==> src/rtl/k_and_s_pkg.sv <==
// Shared K&S CPU types: decoded instruction set, control-unit states, ALU op codes
// and the branch-condition evaluator used during decode.
package k_and_s_pkg;

  typedef enum logic [3:0] {
    I_NOP, I_LOAD, I_STORE, I_MOVE, I_ADD, I_SUB, I_AND, I_OR,
    I_BRANCH, I_BZERO, I_BNZERO, I_BNEG, I_BNNEG, I_BOV, I_BNOV, I_HALT
  } decoded_instruction_type;

  typedef enum logic [3:0] {
    S_RESET, S_FETCH, S_DECODE, S_LD, S_ST_RD,
    S_ST_WR, S_EX_RD, S_EX_WB, S_HALT
  } ctrl_state_t;

  localparam logic [1:0] ALU_OR  = 2'b00;
  localparam logic [1:0] ALU_ADD = 2'b01;
  localparam logic [1:0] ALU_SUB = 2'b10;
  localparam logic [1:0] ALU_AND = 2'b11;

  function automatic logic branch_taken(input decoded_instruction_type instr,
                                        input logic z, input logic n, input logic ov);
    case (instr)
      I_BRANCH: return 1'b1;
      I_BZERO:  return z;
      I_BNZERO: return !z;
      I_BNEG:   return n;
      I_BNNEG:  return !n;
      I_BOV:    return ov;
      I_BNOV:   return !ov;
      default:  return 1'b0;
    endcase
  endfunction

endpackage

==> src/rtl/control_unit.sv <==
// Moore sequencer for the K&S data_path: fetch/decode/execute strobes, halt status
// and a saturating retired-instruction counter.
module control_unit
  import k_and_s_pkg::*;
#(
  parameter int CNT_W = 16
) (
  input  logic                    clk,
  input  logic                    rst_n,
  input  decoded_instruction_type decoded_instruction,
  input  logic                    zero_op,
  input  logic                    neg_op,
  input  logic                    unsigned_overflow,
  output logic                    branch,
  output logic                    pc_enable,
  output logic                    ir_enable,
  output logic                    addr_sel,
  output logic                    c_sel,
  output logic [1:0]              operation,
  output logic                    write_reg_enable,
  output logic                    flags_reg_enable,
  output logic                    ram_write_enable,
  output logic                    halt,
  output logic [CNT_W-1:0]        retired_count
);

  ctrl_state_t state, next_state;
  logic        retire;

  // MOVE rides through the ALU as a|a, so it shares the OR encoding.
  function automatic logic [1:0] alu_op(input decoded_instruction_type instr);
    case (instr)
      I_ADD:   return ALU_ADD;
      I_SUB:   return ALU_SUB;
      I_AND:   return ALU_AND;
      default: return ALU_OR;
    endcase
  endfunction

  always_ff @(posedge clk) begin
    if (!rst_n) state <= S_RESET;
    else        state <= next_state;
  end

  always_comb begin
    next_state = state;
    case (state)
      S_RESET:  next_state = S_FETCH;
      S_FETCH:  next_state = S_DECODE;
      S_DECODE: begin
        case (decoded_instruction)
          I_LOAD:                             next_state = S_LD;
          I_STORE:                            next_state = S_ST_RD;
          I_MOVE, I_ADD, I_SUB, I_AND, I_OR:  next_state = S_EX_RD;
          I_HALT:                             next_state = S_HALT;
          default:                            next_state = S_FETCH;
        endcase
      end
      S_LD:     next_state = S_FETCH;
      S_ST_RD:  next_state = S_ST_WR;
      S_ST_WR:  next_state = S_FETCH;
      S_EX_RD:  next_state = S_EX_WB;
      S_EX_WB:  next_state = S_FETCH;
      S_HALT:   next_state = S_HALT;
      default:  next_state = S_RESET;
    endcase
  end

  always_comb begin
    branch           = 1'b0;
    pc_enable        = 1'b0;
    ir_enable        = 1'b0;
    addr_sel         = 1'b0;
    c_sel            = 1'b0;
    operation        = ALU_OR;
    write_reg_enable = 1'b0;
    flags_reg_enable = 1'b0;
    ram_write_enable = 1'b0;
    halt             = 1'b0;
    case (state)
      S_FETCH:  ir_enable = 1'b1;
      S_DECODE: begin
        pc_enable = (decoded_instruction != I_HALT);
        branch    = branch_taken(decoded_instruction, zero_op, neg_op, unsigned_overflow);
      end
      S_LD: begin
        addr_sel         = 1'b1;
        write_reg_enable = 1'b1;
      end
      S_ST_RD:  addr_sel = 1'b1;
      S_ST_WR: begin
        addr_sel         = 1'b1;
        ram_write_enable = 1'b1;
      end
      S_EX_RD:  operation = alu_op(decoded_instruction);
      S_EX_WB: begin
        operation        = alu_op(decoded_instruction);
        c_sel            = 1'b1;
        write_reg_enable = 1'b1;
        flags_reg_enable = (decoded_instruction != I_MOVE);
      end
      S_HALT:   halt = 1'b1;
      default:  ;
    endcase
  end

  // A DECODE that leads to FETCH or HALT is the last cycle of a branch/NOP/HALT.
  always_comb begin
    retire = 1'b0;
    case (state)
      S_DECODE:               retire = (next_state == S_FETCH) || (next_state == S_HALT);
      S_LD, S_ST_WR, S_EX_WB: retire = 1'b1;
      default:                retire = 1'b0;
    endcase
  end

  always_ff @(posedge clk) begin
    if (!rst_n)
      retired_count <= '0;
    else if (retire && (retired_count != {CNT_W{1'b1}}))
      retired_count <= retired_count + 1'b1;
  end

endmodule
==> config.mk <==
export PLATFORM = sky130hd
export DESIGN_NAME = control_unit
export DESIGN_NICKNAME = d
export VERILOG_FILES = /design/src/rtl/k_and_s_pkg.sv /design/src/rtl/control_unit.sv
export SDC_FILE = /design/constraint.sdc
export NUM_CORES = 1
export LEC_CHECK = 0
export ABC_CLOCK_PERIOD_IN_PS = 2900
export CAP_MARGIN = 20
export CORE_AREA = 2 2 48 61
export DETAILED_ROUTE_END_ITERATION = 6
export DIE_AREA = 0 0 50 63
export MAX_ROUTING_LAYER = met4
export PLACE_DENSITY = 0.81
export SLEW_MARGIN = 20
export SYNTH_ARGS = -nofsm -noshare
export SYNTH_HDL_FRONTEND = slang
export SYNTH_SLANG_ARGS = --single-unit
==> constraint.sdc <==
create_clock -name clk -period 2.9 [get_ports clk]
set_clock_uncertainty 0.05 [all_clocks]
set_input_delay 0.435 -clock clk [delete_from_list [all_inputs] [get_ports clk]]
set_output_delay 0.435 -clock clk [all_outputs]
set_load 0.01 [all_outputs]
==> results_dict.tcl, run 1 <==
set metrics [dict create \
    status "complete, no violations" \
    hold_ws_ps 450.2 \
    synth_area_mm2 0.001245 \
    antenna_cells 0 \
    synth_cells 153 \
    vias 1162 \
    fin_area_mm2 0.001609 \
    dpl_cell_area_mm2 0.001587 \
    rr_endpoint "retired_count[15]" \
    fin_crit_ps 2606 \
    timing.rr.start "retired_count[0]" \
    via_per_inst 5.430 \
    num_rows 21 \
    cp_data_required_time_ps 2410 \
    grt_pass1_vias 1137 \
    final_util_pct 61.86 \
    dieArea_mm2 0.003150 \
    drt-wirelength-per-cell_um 12.79 \
    initial_utilization_pct 47.86 \
    synth-edff-count 0 \
    cts_sinks 20 \
    slew_headroom_pct 63.62 \
    yosys-top-cells-area "dfxtp_1 32%, nor2_1 5.7%, mux2i_1 5.6%" \
    synth_ff_type "dfxtp_1" \
    async_flop_share_pct 0 \
    r2r_cells 6 \
    setup_viol 0 \
    h-tree-depth 1 \
    place_ws_ps 299.8 \
    holdCritStartpoint "retired_count[14]" \
    grt_max_degree 15 \
    min_period_over_period_pct 89.87 \
    ios 36 \
    worstSetupEndpointType "primary output" \
    min_to "retired_count[14]" \
    rsz0062_at_grt "no" \
    tightest_slew_ps 542.0 \
    clk_pin_slew_ps 110 \
    globalplace.congestion 0.7602 \
    drc 0 \
    hold_violations 0 \
    synth.most_common_cell "dfxtp_1" \
    synth-seq-area-share_pct 32.16 \
    cts_tree "built" \
    yosys_register_bits 20 \
    path_max_fanout 10 \
    ys_types 40 \
    core_region_area_mm2 0.002601 \
    yosysTopAreaCellShare_pct 32.16 \
    cts_hold_repair.buffers 0 \
    nNetsFinal 192 \
    antenna_found_initial 0 \
    clk_latency_ps 300 \
    cts_buffers 3 \
    area_growth_syn_to_layout_pct 29.25 \
    start_kind "input pin" \
    drive_gt1_share_pct 6.111 \
    cts_buffer_depth 2 \
    grt_pass1_wl_mm 4.836 \
    cts_root_buf "clkbuf_4" \
    track_usage_pct 19.44 \
    drv_slew 0 \
    yosysWarnings 0 \
    setup.worst_path.class "input pin to primary output" \
    yosysTopAreaCell "dfxtp_1" \
    synth.cells.most_frequent "20 x dfxtp_1, 19 x nor2_1, 11 x a21oi_1, 11 x nand2_1, 9 x nand2b_1" \
    min_path_type "flop to flop" \
    min_path_cells 2 \
    syn_avg_cell_area_um2 8.137 \
    hpwlAfterDp_mm 2.012 \
    crit_arrival_ps 2120 \
    peakVddDrop_mv 0.2242 \
    powerDensity_mw_per_mm2 366.2 \
    ant_nets 0 \
    numPortBuffers 35 \
    die_w_um 50 \
    gr-total-overflow 0 \
    cap_viol_max_count 0 \
    post-cts-setup-buffers 0 \
    dr.pass1.iters 4 \
    drt-total-wl_mm 2.737 \
    rrSetupSlack_ps 840 \
    drtIter0Drc 25 \
    die_y_um 63 \
    synth_fp_nets 163 \
    cellLeakagePower_nw 0.6637 \
    fmax_mhz 383.7 \
    worst_slack_ps 293.8 \
    cts_resized 0 \
    finalSetupTns_ps 0 \
]
-- placed cells by master (no fill, tap or decap), types with 2 or more instances in the layout --
cell and n:
clkdlybuf4s50_1 35, dfxtp_1 20, nor2_1 19, a21oi_1 11
nand2_1 11, nand2b_1 9, mux2i_1 7, xnor2_1 6
nand3_1 6, and3_1 5, nand4_1 5, inv_1 5
nor2b_1 3, nor3_1 3, nand3b_1 3, and4_1 3
clkbuf_4 3, and2_1 2, o21ai_0 2, a221oi_1 2
a21bo_2 2
-- registers in the layout, indices dropped and copies added (netlist names) --
name and count:
retired_count 16, state 4
-- logic make-up after synthesis --
| group | after synthesis | synth area share (%) |
|---|---|---|
| AO/OA/AOI/OAI | 29 | 18.29 |
| flip-flops | 20 | 32.16 |
| buffers and inverters | 16 | 5.628 |
| AND/OR/NAND/NOR | 74 | 33.07 |
| XOR/XNOR | 6 | 4.221 |
| adder cells (fa/ha/maj) | 1 | 1.005 |
| multiplexers | 7 | 5.628 |
-- worst max-delay path: stages --
cell and delay (ps):
clkdlybuf4s50_1 660, nor2_1 90, a21oi_1 150, o2111ai_1 110
a21oi_1 140, clkdlybuf4s50_1 540
-- routing by layer --
metal,global-route usage (%),vias up,part of all wire (%)
met4,8.333,0,1.5
met1,23.21,523,45
met2,32.57,40,49
li1,-,594,-
met5,-,-,0
met3,1.914,5,4.7
-- layout make-up --
class                   instances  area, um^2
clock buffers                   3       22.52
multi-input cells             117       774.5
fillers                       239       992.2
well taps                      34       42.54
repair buffers                 35       350.3
flip-flops and latches         20       400.4
inverters                       5       18.77
-- metrics by stage --
step / total power [mW] / cells
final: 0.5893 / 214
after global routing: 0.6206 / 214
after CTS: 0.5938 / 214
after detailed placement: 0.4644 / 211
after global placement: 0.4591 / 211
after floorplan: 0.4173 / 153
-- power breakdown --
group | internal, mW | total, mW | leakage [nW] | switching [mW]
sequential | 0.286 | 0.312 | 0.162 | 0.0262
combinational | 0.0782 | 0.146 | 0.488 | 0.0676
clock | 0.0484 | 0.132 | 0.0138 | 0.0833
-- how the worst max path moves through the flow --
stage	slack, ps	endpoint	cells after the start	start
global placement	340	branch	6	decoded_instruction[2]
finish	290	branch	6	decoded_instruction[2]
floorplan	890	retired_count[9]	8	retired_count[0]
CTS	300	branch	6	decoded_instruction[2]
global route	190	branch	6	decoded_instruction[2]
detailed placement	300	branch	6	decoded_instruction[2]
Note: power is estimated with default switching activity, not from simulation.
==> run 2: changes to the inputs <==
--- a/config.mk
+++ b/config.mk
@@ -7,12 +7,12 @@
 export LEC_CHECK = 0
 export ABC_CLOCK_PERIOD_IN_PS = 2900
 export CAP_MARGIN = 20
-export CORE_AREA = 2 2 48 61
+export CORE_AREA = 2 2 67 84
 export DETAILED_ROUTE_END_ITERATION = 6
-export DIE_AREA = 0 0 50 63
+export DIE_AREA = 0 0 69 86
 export MAX_ROUTING_LAYER = met4
-export PLACE_DENSITY = 0.81
 export SLEW_MARGIN = 20
 export SYNTH_ARGS = -nofsm -noshare
 export SYNTH_HDL_FRONTEND = slang
 export SYNTH_SLANG_ARGS = --single-unit
+export TNS_END_PERCENT = 5
==> results_dict.tcl, run 2 (synthesis results as in run 1) <==
set metrics [dict create \
    min_period_over_period_pct 90.43 \
    ant_nets 0 \
    hold_violations 0 \
    globalplace.congestion 0.7556 \
    rsz0062_at_grt "no" \
    slew_headroom_pct 58.27 \
    worstSetupEndpointType "primary output" \
    met1_length_mm 1.271 \
    cellLeakagePower_nw 0.6835 \
    gr-total-overflow 0 \
    via_per_inst 4.734 \
    hpwlAfterDp_mm 2.022 \
    cts_buffers 3 \
    h-tree-depth 1 \
    reg_top3 "retired_count x16, state x4" \
    peakVddDrop_mv 0.2145 \
    top_layer "met4" \
    layout.cells.most_common "clkdlybuf4s50_1" \
    path_max_fanout 10 \
    grt_max_degree 15 \
    cts_resized 0 \
    drive_gt1_share_pct 7.143 \
    cp_cell_sequence "clkdlybuf4s50_1 -> nor2_1 -> a21oi_1 -> o2111ai_1 -> a21oi_1 -> clkdlybuf4s50_1" \
    cts_sinks 20 \
    fmax_mhz 381.3 \
    top_register "retired_count" \
    fin_crit_ps 2623 \
    area_growth_syn_to_layout_pct 35.28 \
    drv_slew 0 \
    min_path_type "flop to flop" \
    dr_wl_met3_um 133 \
    core_region_area_mm2 0.005080 \
    clk_pin_slew_ps 70 \
    crit_arrival_ps 2140 \
    track_usage_pct 9.770 \
    crit_path_max_incr_delay_ps 660 \
    drc 0 \
    grt_pass1_wl_mm 4.678 \
    powerDensity_mw_per_mm2 399.6 \
    cts_hold_repair.buffers 0 \
    die_y_um 86 \
    cts_tree "built" \
    dp.cells 240 \
    largest_reg_flops 16 \
    dr.pass1.iters 4 \
    cap_viol_max_count 0 \
    post-cts-setup-buffers 0 \
    setup_viol 0 \
    cp_data_required_time_ps 2410 \
    cts_buffer_depth 2 \
    finalSetupTns_ps 0 \
    grt_pass1_vias 991 \
    setup.worst_path.class "input pin to primary output" \
    numPortBuffers 35 \
    drt-wirelength-per-cell_um 11.19 \
    num_rows 29 \
    die_w_um 69 \
    vias 1155 \
    instances_no_fill 244 \
    cts_root_buf "clkbuf_8" \
    tightest_slew_ps 621.7 \
    wl_met2_mm 1.265 \
    antenna_found_initial 0 \
    clk_latency_ps 260 \
    nNetsFinal 193 \
    ios 36 \
    layout_common_cells "35 x clkdlybuf4s50_1, 20 x dfxtp_1, 19 x nor2_1, 11 x a21oi_1, 11 x nand2_1" \
    initial_utilization_pct 24.51 \
    status "complete, no violations" \
    dieArea_mm2 0.005934 \
    crit_slowest_cell "clkdlybuf4s50_1" \
    drt-total-wl_mm 2.730 \
    power_uw 672.9 \
    drtIter0Drc 43 \
    antenna_cells 0 \
    start_kind "input pin" \
]
-- run 2: metrics by stage --
stage | util, % | worst slack, ps | hold WS [ps] | instance area (um^2)
final | 33.15 | 277.5 | 442.0 | 1684
after global routing | 33.15 | 148.6 | 469.0 | 1684
after CTS | 33.15 | 277.1 | 445.9 | 1684
after detailed placement | 32.07 | 282.1 | 433.6 | 1629
after global placement | 32.07 | 324.4 | 423.0 | 1629
after floorplan | - | 892.9 | 447.6 | 1245
-- run 2: power breakdown --
part	switching [mW]	internal, mW
clock network	0.0943	0.121
registers	0.0259	0.286
logic	0.0673	0.0789
-- run 2: layer usage --
layer	up-vias	global-route usage [%]
met2	35	15.21
met1	517	12.17
li1	598	-
met5	-	-
met4	0	4.813
met3	5	1.763
-- run 2: cell type report --
cell class,count,area [um^2]
Sequential cell,20,400.4
Inverter,5,18.77
Fill cell,544,3396
Multi-Input combinational cell,117,774.5
Tap cell,62,77.57
Timing Repair Buffer,36,357.8
Clock buffer,4,55.05
-- run 2: worst max-delay path, delay by kind of cell --
kind / cells / cell delay, ps
AND/OR/NAND/NOR: 1 / 90
buffers and inverters: 2 / 1210
AO/OA/AOI/OAI: 3 / 400
-- run 2: final timing paths --
path | startpoint | slack, ps | cells after the start | end
max reg2reg | retired_count[0] | 830 | 6 | retired_count[13]
max | decoded_instruction[2] | 280 | 6 | branch
min reg2reg | retired_count[10] | 440 | 2 | retired_count[10]
min | retired_count[10] | 440 | 2 | retired_count[10]
